**config.mk**
```make
export PLATFORM = sky130hd
export DESIGN_NAME = tabla_scan_ctrl
export DESIGN_NICKNAME = d
export VERILOG_FILES = /design/src/rtl/tabla_scan_ctrl.sv
export SDC_FILE = /design/constraint.sdc
export NUM_CORES = 1
export LEC_CHECK = 0
export ABC_AREA = 1
export BUFFER_PORTS_ARGS = -buffer_cell sky130_fd_sc_hd__buf_4
export CORE_ASPECT_RATIO = 0.75
export CORE_MARGIN = 2
export CORE_UTILIZATION = 54
export DETAILED_ROUTE_END_ITERATION = 7
export GPL_ROUTABILITY_DRIVEN = 0
export GPL_TIMING_DRIVEN = 0
export PLACE_DENSITY = 0.79
export SYNTH_ARGS = -nofsm -noshare
export SYNTH_HDL_FRONTEND = slang
export SYNTH_SLANG_ARGS = --single-unit
```
**constraint.sdc**
```tcl
create_clock -name clk -period 2.1 [get_ports clk]
set_input_delay 0.105 -clock clk [delete_from_list [all_inputs] [get_ports clk]]
set_output_delay 0.105 -clock clk [all_outputs]
set_load 0.1 [all_outputs]
```
**src/rtl/tabla_scan_ctrl.sv**
```systemverilog
// Exhaustive sweep controller for a 3- or 4-input combinational truth-table block.
// Define TABLA_SCAN_EARLY_STOP_EN to end the sweep at the first mismatching vector.
module tabla_scan_ctrl #(
    parameter int N_IN   = 4,
    parameter int SETTLE = 1
) (
    input  logic        clk,
    input  logic        rst_n,
    input  logic        start,
    input  logic [15:0] expected,
    input  logic        tbl_y,
    output logic [3:0]  tbl_in,
    output logic        busy,
    output logic        done,
    output logic [15:0] truth,
    output logic        match,
    output logic        err_valid,
    output logic [3:0]  err_idx
);

    localparam logic [3:0] LAST_IDX    = 4'((1 << N_IN) - 1);
    localparam logic [3:0] SETTLE_LAST = 4'(SETTLE - 1);

    typedef enum logic [1:0] {
        IDLE,
        DRIVE,
        SAMPLE,
        DONE
    } stateT;

    stateT       state;
    stateT       nextState;
    logic [3:0]  idx;
    logic [3:0]  settleCnt;
    logic [15:0] expLatched;
    logic        sampleMiss;
    logic        lastVec;

    assign sampleMiss = (state == SAMPLE) && (tbl_y != expLatched[idx]);
    assign lastVec    = (idx == LAST_IDX);

    always_comb begin
        nextState = state;
        case (state)
            IDLE: begin
                if (start) nextState = DRIVE;
            end
            DRIVE: begin
                if (settleCnt == SETTLE_LAST) nextState = SAMPLE;
            end
            SAMPLE: begin
`ifdef TABLA_SCAN_EARLY_STOP_EN
                if (lastVec || (sampleMiss && !err_valid)) nextState = DONE;
                else                                       nextState = DRIVE;
`else
                if (lastVec) nextState = DONE;
                else         nextState = DRIVE;
`endif
            end
            DONE: begin
                nextState = IDLE;
            end
            default: nextState = IDLE;
        endcase
    end

    assign tbl_in = ((state == DRIVE) || (state == SAMPLE)) ? idx : 4'd0;
    assign busy   = (state != IDLE);
    assign done   = (state == DONE);

    always_ff @(posedge clk) begin
        if (!rst_n) begin
            state      <= IDLE;
            idx        <= 4'd0;
            settleCnt  <= 4'd0;
            expLatched <= 16'd0;
            truth      <= 16'd0;
            match      <= 1'b0;
            err_valid  <= 1'b0;
            err_idx    <= 4'd0;
        end else begin
            state <= nextState;
            case (state)
                IDLE: begin
                    if (start) begin
                        expLatched <= expected;
                        truth      <= 16'd0;
                        match      <= 1'b0;
                        err_valid  <= 1'b0;
                        err_idx    <= 4'd0;
                        idx        <= 4'd0;
                        settleCnt  <= 4'd0;
                    end
                end
                DRIVE: begin
                    settleCnt <= settleCnt + 4'd1;
                end
                SAMPLE: begin
                    truth[idx] <= tbl_y;
                    if (sampleMiss && !err_valid) begin
                        err_valid <= 1'b1;
                        err_idx   <= idx;
                    end
                    // match is settled on entry to DONE so it is already valid while done is high
                    if (nextState == DONE) begin
                        match <= !(err_valid || sampleMiss);
                    end else begin
                        idx       <= idx + 4'd1;
                        settleCnt <= 4'd0;
                    end
                end
                default: ;
            endcase
        end
    end

endmodule

```
; ---- Word-level counts from Yosys, hierarchy flattened
; Index checks and enable logic that the tools add are counted.
; W data, S select, Z words.
[op_classes]
shift = 0
add_sub_neg = 2
n_mul = 0
order_cmp = 2
reduce_logical = 18
div = 0
bitwise = 0
n_eq_ne = 10
n_mux = 24
[ops]
columns = op, count
row1 = $pmux W16 S2, 1
row2 = $mux W4, 5
row3 = $bwmux W16, 1
row4 = $mux W16, 1
row5 = $pmux W4 S2, 2
row6 = $pmux W4 S3, 1
row7 = $reduce_and A3 Y1, 4
row8 = $add A4 B1 Y4 const B, 2
row9 = $pmux W2 S4, 1
row10 = $eq A2 B2 Y1 const B, 3
row11 = $mux W2, 3
row12 = $lt A4 B5 Y1 const B, 1
row13 = $mux W1, 5
row14 = $bmux W1 S4, 1
row15 = $demux W1 S4, 1
row16 = $eq A4 B4 Y1 const B, 1
row17 = $ge A4 B1 Y1 const B, 1
row18 = $logic_not A4 Y1, 1
row19 = $ne A2 B1 Y1 const B, 2
row20 = $ne A2 B2 Y1 const B, 2
row21 = $pmux W1 S2, 2
row22 = $reduce_and A2 Y1, 2
row23 = $reduce_bool A2 Y1, 2
row24 = $logic_and A1 B1 Y1, 3
row25 = other kinds (6), 8
[word_totals]
memories = 0
rom_bits = 0
reg_bits = 48
ram_bits = 0
latchBits = 0

; ---- Longest topological paths before layout
; Gate-level depths: netlist (run 1).
[depth]
ltp_word = 8
mapped_depth = 13
ltp_nobuf = 13

; ---- Worst setup path after synthesis (run 1)
; Ideal clock, no wire load.
[synth_timing]
kind = register to register
start = register state[1]
end = register truth[5]
t_arrival_ns = 1.975
period_less_slack_ns = 2.100
slack_ns = 0.000
stages_incl_launch_ff = 8
setup_time_ns = 0.125
t_required_ns = 1.975
path_buffers = 1
path_cell_list = dfxtp_1 > inv_1 > ha_1 > inv_1 > a21oi_2 > clkbuf_1 > o2111ai_1 > o21ai_1
[synth_between]
elab_chain_len = 3
elab_cells_between_ends = 6
[synth_lines]
columns = item, line
row1 = from (decl), 31  ; stateT state;
row2 = from (signal assigned), 82  ; state <= nextState;
row3 = $eq A2 B2 Y1 / $logic_not A2 Y1 (equally long branches), 83  ; case (state)
row4 = $reduce_bool A2 Y1 (no source line) / $ne A2 B2 Y1 (equally long branches), --
row5 = $reduce_and A2 Y1 (no source line), --
row6 = "to (signal, indexed assignment)", 99  ; truth[idx] <= tbl_y;
row7 = to (decl), 15  ; output logic [15:0] truth,
; Parallel ways exist; a longest one is shown, timed or not.
; A chain may end at the register's enable or synchronous reset.

; ---- Worst setup path in the final report (run 1)
[layout_timing]
start = register state[1]
end = register err_valid
[layout_between]
elab_chain_len = 5
elab_cells_between_ends = 9
[layout_lines]
columns = item, line
row1 = $eq A2 B2 Y1, "39, 83"
row2 = $logic_and A1 B1 Y1, 39  ; assign sampleMiss = (state == SAMPLE) && (tbl_y != expLatched[idx]);
row3 = $logic_and A1 B1 Y1, 100  ; if (sampleMiss && !err_valid) begin
row4 = $ne A2 B1 Y1 (no source line), --
row5 = $reduce_and A3 Y1 (no source line), --
row6 = to (signal assigned), 79  ; err_valid <= 1'b0;
row7 = to (signal assigned), 89  ; err_valid <= 1'b0;
row8 = to (signal assigned), 101  ; err_valid <= 1'b1;
row9 = to (decl), 17  ; output logic err_valid,
; Parallel ways exist; a longest one is shown, timed or not.

==> metrics, run 1 <==
met2 GRT Util=38.7%; Final Util=70.7%; Pleak=1.28 nW; Num Clock Sinks=48; number of buffers and inverters on the critical path=4; Worst path top cell family by delay=buffers and inverters; status=complete, no violations; Net count, final=402; CTS tree=built; Clock Power Share=31.8%; Starting Density=57.6%; htree depth=2; Levels on crit path=9; Die X=80.6 um; Critical R2R Capture=err_valid; postcts setup bufs=0; worst min-delay path class=primary input to register; sw power=0.000658 W; hold_buf cts=0; leading area contributor after synthesis=dfxtp_1; # rows=20; layout cell share with drive strength beyond 1=24.2%; I/O pin total=48; total congestion overflow=0; CP endpoint=err_valid; Avg WL per Cell=13.6 um; Routed Antenna Nets=0; VDD IR max=0.000392 V; clock period minus worst slack=1.93 ns; Worst Max-Slew Pin Slew=0.527 ns; clock skew=0.00522 ns; CTS buffer count=5; Root Buffer=clkbuf_8; CP Class=register to register; Cell Chain, Critical Path=inv_1, ha_1, nand2_1, inv_2, a21oi_4, inv_2, buf_2, a21oi_1, nor3_2; asr flop ratio synth=0%; DIE HEIGHT=61.5 um; FF-to-FF Start=state[1]; Syn Area/Cell=7.48 um2; total of max-cap violations=0; DRC Markers=0; synth unique cells=31; die area=4950 um2; vias in the first global route=2016; Slew headroom=64.9%; final instance area=2920 um2; CP max stage cell=dfxtp_1; Cell Area, Synth=2380 um2; Post-synth EDFFs=0; DR iter-0 viols=166; final setup vio count=0; final wirelength=5.79 mm; placed instance area=2790 um2; Hold WS=0.0752 ns; main flop type after synthesis=dfxtp_1; Worst-Skew Late Latency=0.30 ns; IO Port Bufs=46; Reg2Reg Depth=9; Final Hold Violating Endpoints=0; Post-DP HPWL=4.39 mm; Yosys reg bits=48; largest net degree at the start of global routing=16; Total GRT Usage=25.2%; Pint=0.00145 W; CP Launch Point=state[1]; critical path required time=2.30 ns; Area growth syn-to-layout=22.8%; CP max FO=10; vias per inst=5.40; crit-path max cell delay=0.42 ns; met1 Use GR=36.9%; Synth area leaders=dfxtp_1 40%, nand2_1 9.9%, a21oi_1 6.1%; met3 usage=4.84%; initial antenna violation count=0; RSZ-0062 raised after global routing=false; CP Launch Type=register; Diodes inserted=0; Logic pwr share=21.6%; buffer depth of the longest clock path=2; Max Freq=517 MHz; Pwr Density=722 nW/um2; Seq/Total Area, Yosys=40.4%; worst slack, placed=0.0613 ns; sequential share of power=46.6%; DR pass1 iterations=4; core area=4130 um2; Via Count=2306; switching fraction of total power=31.2%; busiest grt layer=met2; Synth Warn #=0; Final Max Tran Viols=0; CP most frequent cell=inv_2; Post-CTS Resized=0; Gate Count Post-Synth=318; syn_nets=349; Register-to-Register Setup Slack=0.17 ns; clock slew at the register clock pins of the worst setup and hold paths=0.09 ns; final worst slack=0.165 ns; worst path arrival time=2.13 ns; Final Cycle Share=92.1%; crit path capture type=register; first-pass GRT wire length=9.49 mm; top cell type's share of synthesized area=40.4%; setup TNS=0 ns
[layer usage]
metal	vias to the layer above	part of all wire, %
met5	-	0
met4	0	0.78
met3	7	7.1
met2	65	42
met1	1065	50
li1	1169	-
[tightest hold or removal path, cell delays in order]
cell     delay [ns]
buf_4          0.07
o21ai_0        0.07
a21oi_1        0.10
[kinds of logic (layout without fill, tap and decap cells)]
| kind of cell | after synthesis | count (layout) | share of synthesized area, % |
|---|---|---|---|
| adders and majority gates | 11 | 11 | 5.79 |
| DFF | 48 | 48 | 40.4 |
| and+or+nand+nor | 114 | 114 | 22.6 |
| xor gates and xnor gates | 2 | 2 | 0.737 |
| AOI/OAI and AO/OA | 88 | 88 | 21.2 |
| buffers and inverters | 55 | 109 | 9.26 |
[power by group through the flow]
stage          clock network, W  logic (W)  registers [W]
3_3_place_gp                  0   0.000430        0.00100
4_1_cts                0.000675   0.000444       0.000984
3_5_place_dp                  0   0.000440        0.00101
5_1_grt                0.000706   0.000502       0.000990
6_report               0.000670   0.000455       0.000984
2_1_floorplan                 0   0.000321        0.00100
[cell usage after synthesis (2+ instances only)]
cell and n:
inv_2 9, nand4_1 5, nor2_1 10, o21ai_0 20, xor2_1 2, o21ai_2 2
nand3_2 2, o2111ai_1 6, nor2_2 2, inv_1 32, dfxtp_1 48, o211ai_1 9
a21oi_2 2, nand2_2 9, nand3_1 16, buf_2 2, nor3_1 2, o21ai_1 19
ha_1 11, nand2_1 63, clkbuf_1 9, a21oi_1 29
[state kept, by name, indices dropped and copies added (netlist names)]
| register | flops |
|---|---|
| err_idx | 4 |
| err_valid | 1 |
| expLatched | 16 |
| idx | 4 |
| match | 1 |
| settleCnt | 4 |
| state | 2 |
| truth | 16 |
[layout by cell type (no fill, tap or decap), drive strengths merged]
cell type	Yosys	final
a21oi	31	31
buf	5	51
bufinv	0	1
clkbuf	9	14
clkinv	0	1
clkinvlp	0	1
dfxtp	48	48
ha	11	11
inv	41	41
nand2	72	72
nand3	19	19
nand3b	1	1
nand4	5	5
nor2	13	13
nor3	3	3
nor3b	1	1
o2111ai	6	6
o211ai	9	9
o21ai	41	41
o21bai	1	1
xor2	2	2
[final cells by class]
cell class / count / area (um2)
Multi-Input combinational cell: 215 / 1210
Fill cell: 374 / 1210
Timing Repair Buffer: 46 / 345
Clock buffer: 5 / 68.8
Buffer: 14 / 68.8
Tap cell: 55 / 68.8
Sequential cell: 48 / 961
Clock inverter: 3 / 42.5
Inverter: 41 / 154
[through the flow]
stage / total power, W / instances
global placement: 0.00143 / 419
finish: 0.00211 / 427
floorplan: 0.00133 / 318
CTS: 0.00210 / 427
detailed placement: 0.00145 / 419
global route: 0.00220 / 427
[how the worst min path moves through the flow]
stage	cells after the start	end	slack, ns	from
after floorplan	2	expLatched[0]	0.30	expected[0]
after global placement	3	expLatched[11]	0.38	expected[11]
after detailed placement	3	expLatched[5]	0.39	expected[5]
after CTS	3	expLatched[10]	0.08	expected[10]
after global routing	3	expLatched[15]	0.09	expected[15]
final	3	expLatched[2]	0.08	expected[2]
(Power assumes the default switching activity.)
==> inputs of run 2 (changes only) <==
ABC_CLOCK_PERIOD_IN_PS = 2100   (was default)
MAX_ROUTING_LAYER = met4   (was default)
==> run 2 against run 1 <==
Net effect: via count decreased by 0.95%; global-route usage rose by 0.83 points; non-clock buffer count is the same; sequential power about the same; die area did not move; total power rose by 0.13%; cell area is the same; first-iteration DRC count rose by 3.6%; clock power rose by 0.6%.
==> metrics, run 2 (synthesized netlist as in run 1, its figures left out) <==
status=complete, no violations (unchanged); Max Freq=514 MHz (was 517 MHz); CTS buffer count=5 (unchanged); initial antenna violation count=0 (unchanged); Final Hold Violating Endpoints=0 (unchanged); crit path capture type=register (unchanged); final wirelength=5.80 mm (was 5.79 mm); clock skew=0.00552 ns (was 0.00522 ns); Routed Antenna Nets=0 (unchanged); VDD IR max=0.000391 V (was 0.000392 V); most frequent cells in the layout=63 x nand2_1, 48 x dfxtp_1, 47 x buf_4 (unchanged); Pleak=1.28 nW (unchanged); clock slew at the register clock pins of the worst setup and hold paths=0.09 ns (about the same); RSZ-0062 raised after global routing=false (unchanged); largest net degree at the start of global routing=16 (unchanged); core area=4130 um2 (unchanged); Total GRT Usage=26.0% (was 25.2%); worst slack, placed=0.0613 ns (unchanged); Final Cycle Share=92.6% (was 92.1%); Clock Power Share=31.9% (was 31.8%); switching fraction of total power=31.3% (was 31.2%); IO Port Bufs=46 (unchanged); postcts setup bufs=0 (unchanged); total power=0.00211 W (about the same); Starting Density=57.6% (unchanged); total of max-cap violations=0 (unchanged); Worst path top cell family by delay=buffers and inverters (unchanged); I/O pin total=48 (unchanged); Fill cells=374 (unchanged); DR pass1 iterations=4 (unchanged); CTS tree=built (unchanged); Die X=80.6 um (unchanged); Pwr Density=723 nW/um2 (was 722 nW/um2); CP Launch Type=register (unchanged); Final Max Tran Viols=0 (unchanged); sw power=0.000661 W (was 0.000658 W); DRC Markers=0 (unchanged); Post-DP HPWL=4.39 mm (unchanged); Hold WS=0.0726 ns (was 0.0752 ns); Diodes inserted=0 (unchanged); Cell Chain, Critical Path=inv_1, ha_1, nand2_1, inv_2, a21oi_4, inv_2, buf_2, a21oi_1, nor3_2 (unchanged); sequential share of power=46.6% (about the same); htree depth=2 (unchanged); Worst-Skew Late Latency=0.31 ns (was 0.30 ns); # rows=20 (unchanged); Largest regs=expLatched x16, truth x16 (unchanged); setup TNS=0 ns (unchanged); clock period minus worst slack=1.94 ns (was 1.93 ns); die area=4950 um2 (unchanged); placed cell count=419 (unchanged); Slew headroom=65.1% (was 64.9%); Logic pwr share=21.5% (was 21.6%); buffer depth of the longest clock path=2 (unchanged); CP most frequent cell=inv_2 (unchanged); CP max FO=10 (unchanged); Net count, final=402 (unchanged); worst min-delay path class=primary input to register (unchanged); Area growth syn-to-layout=22.8% (unchanged); most common cell after layout, fill and taps aside=nand2_1 (unchanged); DIE HEIGHT=61.5 um (unchanged); fin cells=427 (unchanged); number of buffers and inverters on the critical path=4 (unchanged); worst path arrival time=2.14 ns (was 2.13 ns); vias in the first global route=2012 (was 2016); final setup vio count=0 (unchanged); crit-path max cell delay=0.42 ns (about the same); total congestion overflow=0 (unchanged); CP max stage cell=dfxtp_1 (unchanged); Worst Max-Slew Pin Slew=0.524 ns (was 0.527 ns); first-pass GRT wire length=9.50 mm (was 9.49 mm); layout cell share with drive strength beyond 1=24.2% (unchanged); final worst slack=0.156 ns (was 0.165 ns); Avg WL per Cell=13.6 um (about the same); critical path required time=2.30 ns (about the same); Root Buffer=clkbuf_8 (unchanged); vias per inst=5.35 (was 5.40); Via Count=2284 (was 2306); Pint=0.00145 W (about the same); CP Class=register to register (unchanged); Num Clock Sinks=48 (unchanged); DR iter-0 viols=172 (was 166)
run 2: through the flow:
step	utilization, %	area (um2)
6_report	70.7	2920
5_1_grt	70.7	2920
4_1_cts	70.3	2900
3_5_place_dp	67.6	2790
3_3_place_gp	67.6	2790
2_1_floorplan	-	2380
run 2: timing repair:
item                       in CTS  in global routing
hold buffers                    0                  0
setup endpoints to repair       0                 12
gates resized for setup         0                  6
run 2: layer usage:
| layer | up-vias | routed length [um] | GRT usage, % |
|---|---|---|---|
| met5 | - | 0 | - |
| met4 | 0 | 46 | 6.05 |
| met3 | 8 | 391 | 4.84 |
| met2 | 67 | 2470 | 38.7 |
| met1 | 1045 | 2890 | 36.9 |
| li1 | 1164 | - | - |
run 2: worst register-to-register path: stages (launching register included):
cell,delay [ns]
dfxtp_1,0.42
inv_1,0.10
ha_1,0.21
nand2_1,0.25
inv_2,0.08
a21oi_4,0.24
inv_2,0.09
buf_2,0.20
a21oi_1,0.21
nor3_2,0.05
run 2: area by class of cell:
| type | count | area, um2 | share of cell area (%) |
|---|---|---|---|
| plain buffers | 14 | 68.8 | 2.36 |
| clock buffers | 5 | 68.8 | 2.36 |
| clock inverters | 3 | 42.5 | 1.46 |
| inverters | 41 | 154 | 5.27 |
| multi-input cells | 215 | 1210 | 41.4 |
| flip-flops and latches | 48 | 961 | 32.9 |
| well taps | 55 | 68.8 | 2.36 |
| repair buffers | 46 | 345 | 11.8 |
run 2: final timing paths:
path | start | end | cells after the start | slack (ns)
worst max-delay path | state[1] | err_valid | 9 | 0.16
worst min-delay path | expected[11] | expLatched[11] | 3 | 0.07
worst max register to register | state[1] | err_valid | 9 | 0.16
worst min register to register | expLatched[9] | expLatched[9] | 2 | 0.46
run 2: power by group through the flow:
stage | Combinational [W] | Sequential (W) | Clock, W
finish | 0.000454 | 0.000984 | 0.000674
global route | 0.000502 | 0.000990 | 0.000706
CTS | 0.000444 | 0.000984 | 0.000675
detailed placement | 0.000440 | 0.00101 | 0
global placement | 0.000430 | 0.00100 | 0
floorplan | 0.000321 | 0.00100 | 0
==> inputs of run 3 (changes only) <==
CORE_UTILIZATION = 25   (was 54)
PLACE_DENSITY = default   (was 0.79)
==> run 3 against run 2 <==
Net effect: non-clock buffer count unchanged; core utilization down 37 points; sequential share of layout area down 1.8 points; hold slack better by 0.026 ns; critical path type unchanged; critical path depth down 3; largest power group is now the clock network; worst setup slack better by 0.10 ns; total power up 16%.
==> metrics, run 3 (synthesized netlist as in run 1, its figures left out) <==
CP max FO=10 (unchanged); VDD IR max=0.000344 V (was 0.000391 V); final worst slack=0.256 ns (was 0.156 ns); DR iter-0 viols=116 (was 172); Final Hold Violating Endpoints=0 (unchanged); core area=9160 um2 (was 4130 um2); htree depth=2 (unchanged); final wirelength=6.27 mm (was 5.80 mm); die area=10300 um2 (was 4950 um2); Post-DP HPWL=4.91 mm (was 4.39 mm); Diodes inserted=0 (unchanged); hold_buf cts=0 (unchanged); vias per inst=4.49 (was 5.35); Max Freq=542 MHz (was 514 MHz); Final Max Tran Viols=0 (unchanged); most frequent cells in the layout=62 x nand2_1, 48 x dfxtp_1, 47 x buf_4 (was 63 x nand2_1, 48 x dfxtp_1, 47 x buf_4); worst path arrival time=2.00 ns (was 2.14 ns); CTS tree=built (unchanged); Slew headroom=66.9% (was 65.1%); DIE HEIGHT=88.5 um (was 61.5 um); critical path required time=2.26 ns (was 2.30 ns); hold_sp=expected[4] (was expected[11]); initial antenna violation count=0 (unchanged); Die X=117 um (was 80.6 um); Starting Density=26.0% (was 57.6%); first-pass GRT wire length=10.2 mm (was 9.50 mm); I/O pin total=48 (unchanged); final instance area=3090 um2 (was 2920 um2); Register-to-Register Setup Slack=0.26 ns (was 0.16 ns); clock skew=0.00810 ns (was 0.00552 ns); worst min-delay path class=primary input to register (unchanged); IO Port Bufs=46 (unchanged); Total GRT Usage=13.1% (was 26.0%); CP Class=register to register (unchanged); Area growth syn-to-layout=29.8% (was 22.8%); most common cell after layout, fill and taps aside=nand2_1 (unchanged); Routed Antenna Nets=0 (unchanged); DR pass1 iterations=4 (unchanged); CP Launch Type=register (unchanged); DRC Markers=0 (unchanged); FF-to-FF Start=state[1] (unchanged); total congestion overflow=0 (unchanged); Reg2Reg Depth=6 (was 9); Pleak=1.31 nW (was 1.28 nW); Final Cycle Share=87.8% (was 92.6%); Worst-Skew Late Latency=0.29 ns (was 0.31 ns); clock slew at the register clock pins of the worst setup and hold paths=0.07 ns (was 0.09 ns); Worst Hold Path EP=expLatched[4] (was expLatched[11]); setup TNS=0 ns (unchanged); Worst Max-Slew Pin Slew=0.496 ns (was 0.524 ns); RSZ-0062 raised after global routing=false (unchanged); Largest regs=expLatched x16, truth x16 (unchanged); clock period minus worst slack=1.84 ns (was 1.94 ns); final setup vio count=0 (unchanged); Hold WS=0.0986 ns (was 0.0726 ns); Avg WL per Cell=12.6 um (was 13.6 um); status=complete, no violations (unchanged); layout cell share with drive strength beyond 1=24.3% (was 24.2%); total of max-cap violations=0 (unchanged); Net count, final=402 (unchanged); postcts setup bufs=0 (unchanged); vias in the first global route=2089 (was 2012); buffer depth of the longest clock path=2 (unchanged); worst slack, placed=0.0571 ns (was 0.0613 ns); Via Count=2241 (was 2284); Num Clock Sinks=48 (unchanged); CTS buffer count=5 (unchanged); # rows=30 (was 20); WHS Path Cells=3 (unchanged); Critical R2R Capture=truth[14] (was err_valid); largest net degree at the start of global routing=15 (was 16); Pwr Density=795 nW/um2 (was 723 nW/um2); crit path capture type=register (unchanged); placed instance area=2880 um2 (was 2790 um2); Root Buffer=clkbuf_16 (was clkbuf_8)
==> run 3: how the worst max path moves through the flow <==
stage	startpoint	to	slack [ns]	depth (start not counted)
after global placement	state[1]	truth[5]	0.07	8
after global routing	settleCnt[0]	match	0.04	10
after CTS	state[1]	truth[5]	0.03	8
final	state[1]	truth[14]	0.26	6
after floorplan	state[1]	truth[5]	-0.0005	7
after detailed placement	state[1]	truth[10]	0.06	8
==> run 3: cell type report <==
cell class	instances	area [um2]
fill	1024	6070
clock inverter	2	60.1
tap	128	160
clock buffer	5	125
sequential	48	961
multi-input combinational	215	1210
timing repair buffer	46	345
inverter	41	154
buffer	14	68.8
==> run 3: worst max-delay path, cell delays in order, from the launching register on <==
cell and delay (ns):
dfxtp_1 0.35, inv_1 0.11, ha_1 0.22, inv_1 0.13
o2111ai_2 0.36, clkbuf_1 0.41, o21ai_1 0.13
==> run 3: metal layers <==
layer,part of all wire (%),vias to the layer above,GRT usage (%),wire length (um)
li1,-,1165,-,-
met1,51,1033,18.3,3220
met2,43,38,19.7,2710
met3,4.8,5,2.88,302
met4,0.69,0,2.25,43
met5,0,-,-,0
==> run 3: repair_timing <==
| item | CTS | global route |
|---|---|---|
| setup endpoints to repair | 0 | 26 |
| endpoints found under the hold margin | 0 | 0 |
| gates resized for setup | 0 | 7 |
==> run 3: power breakdown <==
group / internal, W / switching (W)
Clock: 0.000676 / 0.000339
Sequential: 0.000962 / 0.0000226
Combinational: 0.000137 / 0.000318
Total: 0.00178 / 0.000680
==> run 3: stage by stage <==
step | util (%) | instances | total power, W
floorplan | - | 318 | 0.00133
global placement | 31.5 | 492 | 0.00144
finish | 33.7 | 499 | 0.00246
global route | 33.7 | 499 | 0.00258
CTS | 33.5 | 499 | 0.00246
detailed placement | 31.5 | 492 | 0.00145
